===== src/rtl/mem_port_arbiter_if.sv =====
// ---------------------------------------------------------------------------
// mem_port_arbiter_if
//   Bundles every signal between the three memory requesters (D = MEM-stage
//   load/store, F = instruction fetch, X = external loader/debug), the shared
//   single-port memory array and the arbiter.
//
//   modport master : requester/memory side (drives requests and mem_rdata,
//                    observes grants, read returns and memory strobes)
//   modport slave  : arbiter side
//
//   Signal summary
//     d_req/f_req/x_req     request, held until granted
//     d_we/x_we             write enable (F is read-only)
//     d_addr/f_addr/x_addr  word address
//     d_wdata/x_wdata       write data
//     x_lock                X asks for exclusive ownership over a burst
//     d_gnt/f_gnt/x_gnt     combinational grant
//     d_rvalid/f_rvalid/x_rvalid  one-cycle read-return pulse
//     rdata                 read data, meaningful only with an rvalid
//     mem_en/mem_we/mem_addr/mem_wdata  memory strobes from the winner
//     mem_rdata             memory read data, one cycle after a read strobe
//     lock_active           arbiter is in the exclusive X mode
// ---------------------------------------------------------------------------
interface mem_port_arbiter_if #(
  parameter int ADDR_W = 8,
  parameter int DATA_W = 32
);
  logic              d_req;
  logic              f_req;
  logic              x_req;
  logic              d_we;
  logic              x_we;
  logic [ADDR_W-1:0] d_addr;
  logic [ADDR_W-1:0] f_addr;
  logic [ADDR_W-1:0] x_addr;
  logic [DATA_W-1:0] d_wdata;
  logic [DATA_W-1:0] x_wdata;
  logic              x_lock;

  logic              d_gnt;
  logic              f_gnt;
  logic              x_gnt;
  logic              d_rvalid;
  logic              f_rvalid;
  logic              x_rvalid;
  logic [DATA_W-1:0] rdata;

  logic              mem_en;
  logic              mem_we;
  logic [ADDR_W-1:0] mem_addr;
  logic [DATA_W-1:0] mem_wdata;
  logic [DATA_W-1:0] mem_rdata;

  logic              lock_active;

  modport master (
    output d_req, f_req, x_req, d_we, x_we,
    output d_addr, f_addr, x_addr, d_wdata, x_wdata, x_lock,
    input  d_gnt, f_gnt, x_gnt, d_rvalid, f_rvalid, x_rvalid, rdata,
    input  mem_en, mem_we, mem_addr, mem_wdata,
    output mem_rdata,
    input  lock_active
  );

  modport slave (
    input  d_req, f_req, x_req, d_we, x_we,
    input  d_addr, f_addr, x_addr, d_wdata, x_wdata, x_lock,
    output d_gnt, f_gnt, x_gnt, d_rvalid, f_rvalid, x_rvalid, rdata,
    output mem_en, mem_we, mem_addr, mem_wdata,
    input  mem_rdata,
    output lock_active
  );
endinterface


===== src/rtl/mem_port_arbiter.sv =====
// ---------------------------------------------------------------------------
// mem_port_arbiter
//   Shares the single-port unified instruction/data memory between the
//   MEM-stage port (D), instruction fetch (F) and the loader/debug port (X).
//
//   Policy in RUN:
//     1. F when it has been denied MAX_WAIT consecutive cycles (starvation)
//     2. D
//     3. F/X round-robin; the pointer favours whichever of F/X was not
//        granted last and only moves on an F or X grant
//   LOCK: only X is served; entered after an X grant with x_lock=1, left
//   once x_lock=0 is sampled (that cycle is still arbitrated as LOCK).
//
//   Ports
//     clk1    clock
//     reset   synchronous, active-high reset
//     arb_if  requester / memory bundle (slave view)
//
//   State table
//     ST_RUN  | normal priority + round-robin arbitration
//     ST_LOCK | exclusive X burst, D and F stalled
// ---------------------------------------------------------------------------
module mem_port_arbiter #(
  parameter int ADDR_W   = 8,
  parameter int DATA_W   = 32,
  parameter int MAX_WAIT = 4
) (
  input  logic              clk1,
  input  logic              reset,
  mem_port_arbiter_if.slave arb_if
);

  typedef enum logic {
    ST_RUN  = 1'b0,
    ST_LOCK = 1'b1
  } state_t;

  localparam logic [3:0]        WAIT_MAX   = 4'(MAX_WAIT);
  localparam logic [ADDR_W-1:0] ADDR_ZERO  = {ADDR_W{1'b0}};
  localparam logic [DATA_W-1:0] DATA_ZERO  = {DATA_W{1'b0}};

  state_t     state_q;
  logic [3:0] wait_q;
  logic [3:0] wait_d;
  logic       rr_fav_x_q;
  logic       rr_fav_x_d;
  logic       d_rvalid_q;
  logic       f_rvalid_q;
  logic       x_rvalid_q;

  logic       d_win;
  logic       f_win;
  logic       x_win;
  logic       f_starved;

  assign f_starved = (wait_q == WAIT_MAX);

  // Grant selection. Reset masks every grant so no memory access or read
  // return can be launched while the block is being reset.
  always_comb begin
    d_win = 1'b0;
    f_win = 1'b0;
    x_win = 1'b0;
    if (!reset) begin
      if (state_q == ST_LOCK) begin
        x_win = arb_if.x_req;
      end else if (arb_if.f_req && f_starved) begin
        f_win = 1'b1;
      end else if (arb_if.d_req) begin
        d_win = 1'b1;
      end else if (arb_if.f_req && arb_if.x_req) begin
        if (rr_fav_x_q) begin
          x_win = 1'b1;
        end else begin
          f_win = 1'b1;
        end
      end else if (arb_if.f_req) begin
        f_win = 1'b1;
      end else if (arb_if.x_req) begin
        x_win = 1'b1;
      end
    end
  end

  // Memory strobe mux; F never writes so it contributes no write data.
  always_comb begin
    arb_if.mem_en    = d_win | f_win | x_win;
    arb_if.mem_we    = 1'b0;
    arb_if.mem_addr  = ADDR_ZERO;
    arb_if.mem_wdata = DATA_ZERO;
    if (d_win) begin
      arb_if.mem_we    = arb_if.d_we;
      arb_if.mem_addr  = arb_if.d_addr;
      arb_if.mem_wdata = arb_if.d_wdata;
    end else if (f_win) begin
      arb_if.mem_addr  = arb_if.f_addr;
    end else if (x_win) begin
      arb_if.mem_we    = arb_if.x_we;
      arb_if.mem_addr  = arb_if.x_addr;
      arb_if.mem_wdata = arb_if.x_wdata;
    end
  end

  // Fetch wait counter keeps counting in LOCK (saturating), so a fetch that
  // waited out a burst is promoted as soon as RUN resumes.
  always_comb begin
    wait_d = 4'd0;
    if (arb_if.f_req && !f_win) begin
      wait_d = f_starved ? wait_q : wait_q + 4'd1;
    end
  end

  always_comb begin
    rr_fav_x_d = rr_fav_x_q;
    if (f_win) begin
      rr_fav_x_d = 1'b1;
    end else if (x_win) begin
      rr_fav_x_d = 1'b0;
    end
  end

  always_ff @(posedge clk1) begin
    if (reset) begin
      state_q    <= ST_RUN;
      wait_q     <= 4'd0;
      rr_fav_x_q <= 1'b0;
      d_rvalid_q <= 1'b0;
      f_rvalid_q <= 1'b0;
      x_rvalid_q <= 1'b0;
    end else begin
      case (state_q)
        ST_RUN: begin
          if (x_win && arb_if.x_lock) begin
            state_q <= ST_LOCK;
          end
        end
        ST_LOCK: begin
          if (!arb_if.x_lock) begin
            state_q <= ST_RUN;
          end
        end
        default: state_q <= ST_RUN;
      endcase
      wait_q     <= wait_d;
      rr_fav_x_q <= rr_fav_x_d;
      // Owner of the read in flight; the memory returns data next cycle.
      d_rvalid_q <= d_win & ~arb_if.d_we;
      f_rvalid_q <= f_win;
      x_rvalid_q <= x_win & ~arb_if.x_we;
    end
  end

  assign arb_if.d_gnt = d_win;
  assign arb_if.f_gnt = f_win;
  assign arb_if.x_gnt = x_win;

  // A read granted the cycle before reset rises must not return while reset
  // is high, hence the gating on top of the registered owner flags.
  assign arb_if.d_rvalid    = d_rvalid_q & ~reset;
  assign arb_if.f_rvalid    = f_rvalid_q & ~reset;
  assign arb_if.x_rvalid    = x_rvalid_q & ~reset;
  assign arb_if.rdata       = arb_if.mem_rdata;
  assign arb_if.lock_active = (state_q == ST_LOCK) & ~reset;

endmodule


===== src/flat_wrapper.sv =====
// flat-port wrapper written by rule: the top's interface ports become plain ports
module mem_port_arbiter_flat 
#(
  parameter int ADDR_W   = 8,
  parameter int DATA_W   = 32,
  parameter int MAX_WAIT = 4
)
  (clk1, reset, arb_if_d_req, arb_if_f_req, arb_if_x_req, arb_if_d_we, arb_if_x_we, arb_if_d_addr, arb_if_f_addr, arb_if_x_addr, arb_if_d_wdata, arb_if_x_wdata, arb_if_x_lock, arb_if_d_gnt, arb_if_f_gnt, arb_if_x_gnt, arb_if_d_rvalid, arb_if_f_rvalid, arb_if_x_rvalid, arb_if_rdata, arb_if_mem_en, arb_if_mem_we, arb_if_mem_addr, arb_if_mem_wdata, arb_if_mem_rdata, arb_if_lock_active);
  mem_port_arbiter_if #(.ADDR_W(ADDR_W), .DATA_W(DATA_W)) arb_if_i ();
  input  logic clk1;
  input  logic reset;
  input wire logic [$bits(arb_if_i.d_req)-1:0] arb_if_d_req;
  input wire logic [$bits(arb_if_i.f_req)-1:0] arb_if_f_req;
  input wire logic [$bits(arb_if_i.x_req)-1:0] arb_if_x_req;
  input wire logic [$bits(arb_if_i.d_we)-1:0] arb_if_d_we;
  input wire logic [$bits(arb_if_i.x_we)-1:0] arb_if_x_we;
  input wire logic [$bits(arb_if_i.d_addr)-1:0] arb_if_d_addr;
  input wire logic [$bits(arb_if_i.f_addr)-1:0] arb_if_f_addr;
  input wire logic [$bits(arb_if_i.x_addr)-1:0] arb_if_x_addr;
  input wire logic [$bits(arb_if_i.d_wdata)-1:0] arb_if_d_wdata;
  input wire logic [$bits(arb_if_i.x_wdata)-1:0] arb_if_x_wdata;
  input wire logic [$bits(arb_if_i.x_lock)-1:0] arb_if_x_lock;
  output wire logic [$bits(arb_if_i.d_gnt)-1:0] arb_if_d_gnt;
  output wire logic [$bits(arb_if_i.f_gnt)-1:0] arb_if_f_gnt;
  output wire logic [$bits(arb_if_i.x_gnt)-1:0] arb_if_x_gnt;
  output wire logic [$bits(arb_if_i.d_rvalid)-1:0] arb_if_d_rvalid;
  output wire logic [$bits(arb_if_i.f_rvalid)-1:0] arb_if_f_rvalid;
  output wire logic [$bits(arb_if_i.x_rvalid)-1:0] arb_if_x_rvalid;
  output wire logic [$bits(arb_if_i.rdata)-1:0] arb_if_rdata;
  output wire logic [$bits(arb_if_i.mem_en)-1:0] arb_if_mem_en;
  output wire logic [$bits(arb_if_i.mem_we)-1:0] arb_if_mem_we;
  output wire logic [$bits(arb_if_i.mem_addr)-1:0] arb_if_mem_addr;
  output wire logic [$bits(arb_if_i.mem_wdata)-1:0] arb_if_mem_wdata;
  input wire logic [$bits(arb_if_i.mem_rdata)-1:0] arb_if_mem_rdata;
  output wire logic [$bits(arb_if_i.lock_active)-1:0] arb_if_lock_active;
  assign arb_if_i.d_req = arb_if_d_req;
  assign arb_if_i.f_req = arb_if_f_req;
  assign arb_if_i.x_req = arb_if_x_req;
  assign arb_if_i.d_we = arb_if_d_we;
  assign arb_if_i.x_we = arb_if_x_we;
  assign arb_if_i.d_addr = arb_if_d_addr;
  assign arb_if_i.f_addr = arb_if_f_addr;
  assign arb_if_i.x_addr = arb_if_x_addr;
  assign arb_if_i.d_wdata = arb_if_d_wdata;
  assign arb_if_i.x_wdata = arb_if_x_wdata;
  assign arb_if_i.x_lock = arb_if_x_lock;
  assign arb_if_d_gnt = arb_if_i.d_gnt;
  assign arb_if_f_gnt = arb_if_i.f_gnt;
  assign arb_if_x_gnt = arb_if_i.x_gnt;
  assign arb_if_d_rvalid = arb_if_i.d_rvalid;
  assign arb_if_f_rvalid = arb_if_i.f_rvalid;
  assign arb_if_x_rvalid = arb_if_i.x_rvalid;
  assign arb_if_rdata = arb_if_i.rdata;
  assign arb_if_mem_en = arb_if_i.mem_en;
  assign arb_if_mem_we = arb_if_i.mem_we;
  assign arb_if_mem_addr = arb_if_i.mem_addr;
  assign arb_if_mem_wdata = arb_if_i.mem_wdata;
  assign arb_if_i.mem_rdata = arb_if_mem_rdata;
  assign arb_if_lock_active = arb_if_i.lock_active;
  mem_port_arbiter #(.ADDR_W(ADDR_W), .DATA_W(DATA_W), .MAX_WAIT(MAX_WAIT)) u_core (.clk1(clk1), .reset(reset), .arb_if(arb_if_i));
endmodule

===== config.mk =====
export PLATFORM = sky130hd
export DESIGN_NAME = mem_port_arbiter_flat
export DESIGN_NICKNAME = d
export VERILOG_FILES = /design/src/rtl/mem_port_arbiter_if.sv /design/src/rtl/mem_port_arbiter.sv /design/src/flat_wrapper.sv
export SDC_FILE = /design/constraint.sdc
export NUM_CORES = 1
export LEC_CHECK = 0
export CELL_PAD_IN_SITES_DETAIL_PLACEMENT = 0
export CELL_PAD_IN_SITES_GLOBAL_PLACEMENT = 1
export CORE_MARGIN = 2
export CORE_UTILIZATION = 13
export CTS_CLUSTER_SIZE = 28
export DETAILED_ROUTE_END_ITERATION = 10
export GPL_TIMING_DRIVEN = 0
export PLACE_DENSITY_LB_ADDON = 0.1
export SLEW_MARGIN = 20
export SYNTH_ARGS = -nofsm -noshare
export SYNTH_HDL_FRONTEND = slang
export SYNTH_SLANG_ARGS = --single-unit

===== constraint.sdc =====
create_clock -name clk1 -period 3.65 [get_ports clk1]
set_input_delay 0.73 -clock clk1 [delete_from_list [all_inputs] [get_ports clk1]]
set_output_delay 0.73 -clock clk1 [all_outputs]
set_load 0.1 [all_outputs]

==> results.md, run 1 <==
* NetSw at 0.5314 mW
* Grt total ovfl at 0
* FF-to-FF path depth at 8
* Clk buf depth at 2
* Clock period minus final worst setup slack at 3.558 ns
* Fin cells at 435
* Most frequent cell after synthesis: buf_4
* Detailed Place HPWL at 5.898 mm
* Wl on met1 at 2.268 mm
* Most frequent cells after synthesis: buf_4 (34), a22o_1 (33), dfxtp_1 (9)
* CTS buffer count at 3
* Path category of the worst min-delay check: flip-flop to flip-flop
* Vias/cell at 3.943
* CTS Sinks at 9
* Kind of end point of the critical path: output pin
* Status: completed
* Worst Hold End: u_core.wait_q[3]
* Tcrit/Tclk final at 0.9749
* Top Metal Used: met4
* Clk root buf: clkbuf_8
* Die area at 10180 um^2
* Port Buffers at 176
* Clock Skew at 0.002401 ns
* CTS tree: built
* Startpoint types: input pin
* Syn nets at 271
* RSZ-0062 raised after global routing: no
* Placed cell count at 428
* Die Wd at 100.9 um
* Worst R2R Setup Slack at 1.80 ns
* DR WL/cell at 15.67 um
* CTS H-Tree Depth at 1
* R2R Path Start: u_core.wait_q[0]
* Worst-path maximum fanout at 10
* Req. time, crit path at 2.92 ns
* Pint at 0.4085 mW
* Lkg Pwr at 1.373 nW
* Slew @ Worst Pin at 0.9779 ns
* # rows at 35
* Core ar. at 9196 um^2
* Fin Setup TNS at 0 ns
* Vias in the first global route at 1706
* Pin count of the biggest net entering global routing at 11
* Layout area overhead at 157.8%
* Wire length on met2 at 3.790 mm
* R2r endpoint: u_core.x_rvalid_q
* Post-synth cell types at 32
* Die Y at 100.9 um
* Ports at 209
* Clk network pwr share at 0.123
* Sequential share of the synthesized area at 0.1475
* Slew HR at 0.3460
* DRC Markers at 0
* Logic pwr share at 0.766
* Worst hold start: u_core.wait_q[3]
* PD cells at 298.6 nW/um^2
* Top cells by area, synth: a22o_1 (24%), buf_4 (21%), dfxtp_1 (15%)
* Synth Register Bits at 9
* Synth Instances at 141
* Sequential power share at 0.111
* Share of the synthesized area in the top cell type at 0.2367
* Top cell type by total area after synthesis: a22o_1
* Pre-antenna DRT Iters at 6
* First-pass GRT wire length at 9.522 mm
* Antenna-violating nets left at 0
* Min-Delay Path Depth at 2
* Warnings, synthesis at 0
* Ys async rst share at 0
* Top FF cell, synth: dfxtp_1
* First DRT Iteration DRCs at 17
* Initial antenna violation count at 0
* Via count at 1715
* Switching Fraction at 0.5654
* Crit path DAT at 2.83 ns
* Max IR drop VDD at 0.0001186 V
* EDFF count, synth at 0
* Final wirelength at 6.816 mm
* Initial core utilization at 0.1328
* Clk pin slew, worst setup/hold paths at 0.05 ns
* Synthesized area at 1221 um^2
* Routability Congestion at 0.6747
* Post-Syn Area per Cell at 8.661 um^2
* Max Slew Vio Count at 0
* WHS at 0.5099 ns
* Fmax at 0.2810 GHz
* GRT Overall Usage at 0.1220
* Setup CP Type: input pin to output pin
* Final Hold Fails at 0
* DR WL met3 at 655 um
* Fraction of layout cells with a size suffix above 1 at 0.3025
* Maxcap violations at 0
* Layout Nets at 455
* Worst skew pair latency at 0.23 ns
* Ant. Diodes at 0
* Final setup viols at 0
## power groups by stage
stage               logic [mW]  clock network (mW)  registers [mW]
detailed placement       0.726                   0           0.106
global placement         0.727                   0           0.106
finish                   0.720               0.116           0.104
floorplan                0.500                   0           0.106
CTS                      0.730               0.121           0.104
global route             0.743               0.128           0.105
## through the flow
step	util	worst slack, ns	power [mW]	instance area, um^2
final	0.3423	0.09161	0.9399	3148
after CTS	0.3460	0.002059	0.9547	3182
after global placement	0.3395	-0.9748	0.8333	3122
after floorplan	-	0.1883	0.6058	1221
after detailed placement	0.3395	-0.9548	0.8319	3122
after global routing	0.3423	0.001034	0.9758	3148
## cell families after synthesis
family,Yosys count,share of synthesized area
adder cells (fa/ha/maj),2,0.02049
buffers and inverters,47,0.2828
flip-flops,9,0.1475
XOR/XNOR,2,0.01435
AND/OR/NAND/NOR,32,0.1660
AO/OA/AOI/OAI,48,0.3607
multiplexers,1,0.008197
## critical path, stage by stage
cell             delay (ns)
clkdlybuf4s50_1        0.46
or4b_1                 0.59
o211ai_4               0.17
buf_6                  0.20
a22o_1                 0.14
clkdlybuf4s18_2        0.53
## worst max-delay path by stage
stage / start / end / slack [ns]
floorplan: reset / arb_if_mem_wdata[23] / 0.19
global placement: arb_if_f_req / arb_if_mem_wdata[6] / -0.97
detailed placement: arb_if_f_req / arb_if_mem_wdata[4] / -0.95
CTS: arb_if_f_req / arb_if_mem_wdata[2] / 0.002
global route: arb_if_x_req / arb_if_mem_wdata[0] / 0.001
finish: reset / arb_if_mem_wdata[0] / 0.09
## timing repair
action,in CTS,in global routing
gates cloned,0,0
hold buffers,0,0
gates resized for setup,257,17
pin swaps,1,0
buffers inserted,3,0
endpoints found under the setup margin,45,39
## cells in the final DEF (no fill, tap or decap), types with 2 or more instances in the layout
| cell type | instances |
|---|---|
| nor3_1 | 2 |
| clkdlybuf4s15_2 | 2 |
| and2_1 | 8 |
| a221o_1 | 6 |
| buf_4 | 44 |
| a221o_2 | 2 |
| a21oi_1 | 2 |
| nand3b_1 | 2 |
| ha_1 | 2 |
| nor2_1 | 5 |
| clkdlybuf4s50_1 | 130 |
| a22o_1 | 33 |
| nor2b_1 | 5 |
| buf_6 | 26 |
| nor3b_1 | 3 |
| clkbuf_4 | 2 |
| dfxtp_1 | 9 |
| inv_1 | 4 |
| buf_2 | 15 |
| clkbuf_8 | 3 |
## per-layer routing
metal	vias up	track usage
met5	-	0
met4	0	0.01871
met3	6	0.04230
met2	115	0.2359
met1	733	0.1287
li1	861	-
## area by class of cell
class	instances	area (um^2)
clock buffers	4	45.04
multi-input cells	85	704.4
flip-flops and latches	9	180.2
fillers	979	6048
repair buffers	179	1724
well taps	111	138.9
inverters	4	15.01
plain buffers	43	340.3
## sequential cells by signal, summed over array words and instances (netlist names)
| name | flops |
|---|---|
| u_core.rr_fav_x_q | 1 |
| u_core.x_rvalid_q | 1 |
| u_core.wait_q | 4 |
| u_core.f_rvalid_q | 1 |
| u_core.d_rvalid_q | 1 |
| u_core.state_q | 1 |
(Power assumes the default switching activity.)
==> run 2, diff against run 1 <==
SETUP_SLACK_MARGIN = 0.15   (was default)
SLEW_MARGIN = 0   (was 20)
==> run 2 against run 1 <==
Non-clock buffer count rose by 1. Sequential cell count did not move. First-iteration DRC count unchanged. Final cell count rose by 0.46%. Die area unchanged. Hold slack about the same. Critical endpoint is now arb_if_mem_wdata[31]. Core utilization is 1.1 points higher. Clock power hardly changed. Design area rose by 3.1%. Clock-buffer cell count stayed put. Routed wire length up 3.3%. Largest power group unchanged.
==> results.md, run 2 (synthesis results as in run 1) <==
* Flip-flop and latch area at 180.2 um^2 (unchanged)
* Path category of the worst min-delay check: flip-flop to flip-flop
* Sequential power share at 0.109 (-0.002)
* Worst-path maximum fanout at 6 (-4)
* Crit path DAT at 2.72 ns (-0.11 ns)
* RSZ-0062 raised after global routing: yes
* Tcrit/Tclk final at 0.9446 (-0.03025)
* Fmax at 0.2900 GHz (+3.2%)
* Clk buf depth at 2 (unchanged)
* Placed Area at 3122 um^2 (unchanged)
* DRC Markers at 0 (unchanged)
* Final setup viols at 0 (unchanged)
* GRT Overall Usage at 0.1248 (+0.002731)
* Setup CP Type: input pin to output pin
* NetSw at 0.5350 mW (+0.68%)
* Vias/cell at 4.000 (+1.5%)
* Pre-antenna DRT Iters at 6 (unchanged)
* Die Y at 100.9 um (unchanged)
* Slew HR at 0.3460 (unchanged)
* Max IR drop VDD at 0.0001206 V (+1.6%)
* Multi-input gate area at 720.7 um^2 (+2.3%)
* Worst Hold End: u_core.wait_q[3]
* Core ar. at 9196 um^2 (unchanged)
* Worst skew pair latency at 0.23 ns (about the same)
* Critical-path cell with the highest stage delay: or4b_4
* Min-Delay Path Depth at 2 (unchanged)
* Ant. Diodes at 0 (unchanged)
* Fin util at 0.3529 (+0.01061)
* Worst R2R Setup Slack at 1.80 ns (about the same)
* Clock period minus final worst setup slack at 3.448 ns (-0.1104 ns)
* Antenna-violating nets left at 0 (unchanged)
* Max FFs per register at 4 (unchanged)
* Kind of end point of the critical path: output pin
* Fin Setup TNS at 0 ns (unchanged)
* Pint at 0.4202 mW (+2.9%)
* Maxcap violations at 0 (unchanged)
* Most frequent CP cell: buf_2
* Vias in the first global route at 1725 (+1.1%)
* Setup slack at placement at -0.9548 ns (unchanged)
* CTS Sinks at 9 (unchanged)
* Fraction of layout cells with a size suffix above 1 at 0.3098 (+0.007347)
* Die Wd at 100.9 um (unchanged)
* Startpoint types: input pin
* Setup ws final at 0.2020 ns (+0.1104 ns)
* Grt total ovfl at 0 (unchanged)
* Detailed Place HPWL at 5.898 mm (unchanged)
* CP Cell Sequence: clkdlybuf4s50_1, or4b_4, o211ai_4, buf_2, a22o_1, buf_2
* CTS H-Tree Depth at 1 (unchanged)
* Routability Congestion at 0.6747 (unchanged)
* Final wirelength at 7.039 mm (+3.3%)
* Most flops, register: u_core.wait_q
* Switching Fraction at 0.5601 (-0.005305)
* Max Slew Vio Count at 0 (unchanged)
* Crit path max-delay family: buffers and inverters
* # rows at 35 (unchanged)
* Clock Skew at 0.002452 ns (+0.00005063 ns)
* Tot Pwr at 0.9552 mW (+1.6%)
* Clk network pwr share at 0.121 (-0.002)
* R2R Path Start: u_core.wait_q[0]
* R2r endpoint: u_core.rr_fav_x_q
* FF-to-FF path depth at 8 (unchanged)
* Pin count of the biggest net entering global routing at 11 (unchanged)
* Initial core utilization at 0.1328 (unchanged)
* Die area at 10180 um^2 (unchanged)
* First-pass GRT wire length at 9.735 mm (+2.2%)
* Logic pwr share at 0.770 (+0.004)
* Clk pin slew, worst setup/hold paths at 0.05 ns (about the same)
* Slew @ Worst Pin at 0.9779 ns (unchanged)
* DR WL/cell at 16.11 um (+2.8%)
* Req. time, crit path at 2.92 ns (about the same)
* Most frequent cells in the layout: clkdlybuf4s50_1 (126), buf_4 (41), a22o_1 (33), buf_6 (26), clkbuf_4 (11)
* Lkg Pwr at 1.457 nW (+6.1%)
* Layout Nets at 457 (+0.44%)
* Initial antenna violation count at 0 (unchanged)
* Layout area overhead at 165.8%
* CTS buffer count at 3 (unchanged)
* Design Area, Final at 3246 um^2 (+3.1%)
* CTS tree: built
* Ports at 209 (unchanged)
* Most common cell after layout, fill and taps aside: clkdlybuf4s50_1
* CP Buf/Inv Count at 3 (unchanged)
* Final Hold Fails at 0 (unchanged)
* PD cells at 294.3 nW/um^2 (-1.4%)
* First DRT Iteration DRCs at 17 (unchanged)
* Worst hold start: u_core.wait_q[3]
* Port Buffers at 176 (unchanged)
* Via count at 1748 (+1.9%)
* Status: completed
* Max incr delay on CP at 0.60 ns (about the same)
* Fillers at 956 (-2.3%)
* Clk root buf: clkbuf_8
==> run 2: changes by cell type in the layout (fill, tap and decap cells not counted), sizes merged <==
cell           before  now
clkbuf              7   16
buf                85   78
clkdlybuf4s50     130  126
dlymetal6s2s        1    4
clkdlybuf4s18       1    0
dlygate4sd2         0    1
o211ai              1    2
==> run 2: worst max-delay path by stage <==
stage	slack, ns	to	startpoint	depth (start not counted)
floorplan	0.19	arb_if_mem_wdata[23]	reset	5
global placement	-0.97	arb_if_mem_wdata[6]	arb_if_f_req	7
detailed placement	-0.95	arb_if_mem_wdata[4]	arb_if_f_req	7
CTS	0.15	arb_if_mem_wdata[28]	arb_if_x_req	7
global route	0.14	arb_if_mem_wdata[31]	reset	6
finish	0.20	arb_if_mem_wdata[31]	reset	6
==> run 2: routing by layer <==
layer	global-route usage	share of wire	vias up	routed length (um)
met4	0.02599	0.016	0	111
met5	0	0	-	0
li1	-	-	868	-
met2	0.2364	0.55	115	3897
met3	0.04092	0.095	6	666
met1	0.1341	0.34	759	2364
==> run 2: what timing repair did <==
action,4_1_cts,5_1_grt
endpoints found under the setup margin,49,45
pin swaps,1,0
setup buffers,3,0
gates cloned,1,1
hold buffers,0,0
resized for setup,279,24
==> run 2: worst register-to-register path, delay by kind of cell, from the launching register on <==
kind	cells	cell delay, ns
AND/OR/NAND/NOR	3	0.51
adder cells (fa/ha/maj)	1	0.21
buffers and inverters	3	0.43
AO/OA/AOI/OAI	1	0.25
flip-flops	1	0.35
==> run 2: area by class of cell <==
cell class | instances | area share
plain buffers | 43 | 0.1049
flip-flops and latches | 9 | 0.05551
inverters | 4 | 0.004626
clock buffers | 4 | 0.01388
multi-input cells | 86 | 0.2221
well taps | 111 | 0.04279
repair buffers | 180 | 0.5563
==> run 2: stage by stage <==
step / std cells / hold slack (ns)
after floorplan: 141 / 0.4731
after global placement: 428 / 0.5007
after detailed placement: 428 / 0.5102
after CTS: 436 / 0.5207
after global routing: 437 / 0.5493
final: 437 / 0.5099
==> run 2: power by group through the flow <==
stage	Sequential (mW)	Combinational (mW)	Clock [mW]
2_1_floorplan	0.106	0.500	0
3_3_place_gp	0.106	0.727	0
3_5_place_dp	0.106	0.726	0
4_1_cts	0.104	0.727	0.121
5_1_grt	0.105	0.758	0.128
6_report	0.104	0.735	0.116
==> edit: new RTL, config.mk and constraints of run 1 <==
`ADDR_W` is set to 8 in 3 places; all go to 9.
--- a/src/rtl/mem_port_arbiter_if.sv
+++ b/src/rtl/mem_port_arbiter_if.sv
@@ -24,3 +24,3 @@
 interface mem_port_arbiter_if #(
-  parameter int ADDR_W = 8,
+  parameter int ADDR_W = 9,
   parameter int DATA_W = 32
--- a/src/rtl/mem_port_arbiter.sv
+++ b/src/rtl/mem_port_arbiter.sv
@@ -23,3 +23,3 @@
 module mem_port_arbiter #(
-  parameter int ADDR_W   = 8,
+  parameter int ADDR_W   = 9,
   parameter int DATA_W   = 32,
--- a/src/flat_wrapper.sv
+++ b/src/flat_wrapper.sv
@@ -3,3 +3,3 @@
 #(
-  parameter int ADDR_W   = 8,
+  parameter int ADDR_W   = 9,
   parameter int DATA_W   = 32,
Interface: changed (resized arb_if_d_addr, arb_if_f_addr, arb_if_mem_addr and arb_if_x_addr); port bits go from 209 to 213. No check against the original RTL was run, so the function may have changed too.
==> edit against run 1 <==
Count of clock-buffer cells in the layout unchanged. Clock skew increased by 0.0022 ns. Setup slack improved by 0.067 ns. Sequential cell count unchanged. Final area increased by 2.9%. Register-to-register slack got worse by 0.06 ns. Routed wire length about the same. Die area increased by 1.6%. Area after synthesis increased by 1.6%. Global-route usage decreased by 0.49 points. Non-clock buffer count increased by 4. Total power increased by 2.0%. Critical endpoint is now arb_if_mem_wdata[22]. Largest power group unchanged.
==> edit: results (changes against run 1) <==
| Metric | Value |
|---|---|
| Number of global-route vias before repair | `1791 (+5.0%)` |
| Post-synth cell types | `31 (-3.1%)` |
| Vias per inst | `3.80 (-3.7%)` |
| Place WS | `-0.979 ns (-0.0241 ns)` |
| Routed wire length | `6820 microns (about the same)` |
| Setup slack on the worst flop-to-flop path | `1.74 ns (-0.06 ns)` |
| Post-DP HPWL | `5850 microns (-0.84%)` |
| Synth Area in Compound Gates | `36.1% (about the same)` |
| Nets | `464 (+2.0%)` |
| CP startpoint | `arb_if_x_req` |
| Combinational power share | `76.9% (+0.3 points)` |
| Layout cells sized above 1 | `29.1% (-1.2 points)` |
| Slew HR | `33.6% (-0.99 points)` |
| Fraction of the mapped netlist area in adder cells | `2.02% (-0.033 points)` |
| Cell-internal power | `0.417 mW (+2.0%)` |
| Crit-path slowest cell | `clkdlybuf4s50_1` |
| Placed insts | `452 (+5.6%)` |
| WL/cell | `14.9 microns (-5.1%)` |
| Worst R2R End | `u_core.rr_fav_x_q` |
| Peak VDD IR | `0.110 mV (-7.4%)` |
| First-pass GRT wire length | `9460 microns (-0.66%)` |
| Status | `finished, final reports clean` |
| Syn nets | `276 (+1.8%)` |
| Seq pwr share | `10.9% (-0.2 points)` |
| Fill cell count | `980 (+0.10%)` |
| Global Route Usage Sum | `11.7% (-0.49 points)` |
| Post-synth top cells | `34 x buf_4, 33 x a22o_1, 9 x a221o_1, 9 x and2_1, 9 x dfxtp_1` |
| Critical Path End | `arb_if_mem_wdata[22]` |
| Drt pass-1 iters | `2 (-4)` |
| Post-Synthesis Cells | `143 (+1.4%)` |
| Net Sw Power | `0.542 mW (+2.0%)` |
| Worst Path Arrival | `2.76 ns (-0.07 ns)` |
| Post-synthesis mux area share | `0.806% (-0.013 points)` |
| 1st-iter DRT viols | `22 (+5)` |
| Largest cells by area after synthesis | `a22o_1 23%, buf_4 21%, dfxtp_1 15%` |
| Slack of the critical path | `0.159 ns (+0.0670 ns)` |
| Fin Hold WS | `0.499 ns (-0.0105 ns)` |
==> edit: metal layers <==
| layer | global-route usage [%] | vias up | share of wire (%) |
|---|---|---|---|
| met3 | 2.97 | 2 | 8.3 |
| met2 | 22.9 | 111 | 54 |
| met5 | 0 | - | 0 |
| met4 | 1.56 | 0 | 0.32 |
| li1 | - | 878 | - |
| met1 | 12.8 | 751 | 37 |
==> edit: cell type report <==
class                      instances  area share, %
buffer                            43           10.6
tap                              129           4.98
inverter                           4          0.464
sequential                         9           5.56
timing repair buffer             183           54.8
multi-input combinational         87           22.2
clock buffer                       4           1.39
==> edit: repair_timing <==
item	CTS	global route
setup endpoints to repair	46	45
gates resized for setup	275	16
pin swaps	1	0
buffers inserted	3	0
==> edit: worst min-delay path, delay by kind of cell (launching register included) <==
family	cells	cell delay (ns)
AOI/OAI and AO/OA	1	0.06
and+or+nand+nor	1	0.07
DFF	1	0.33
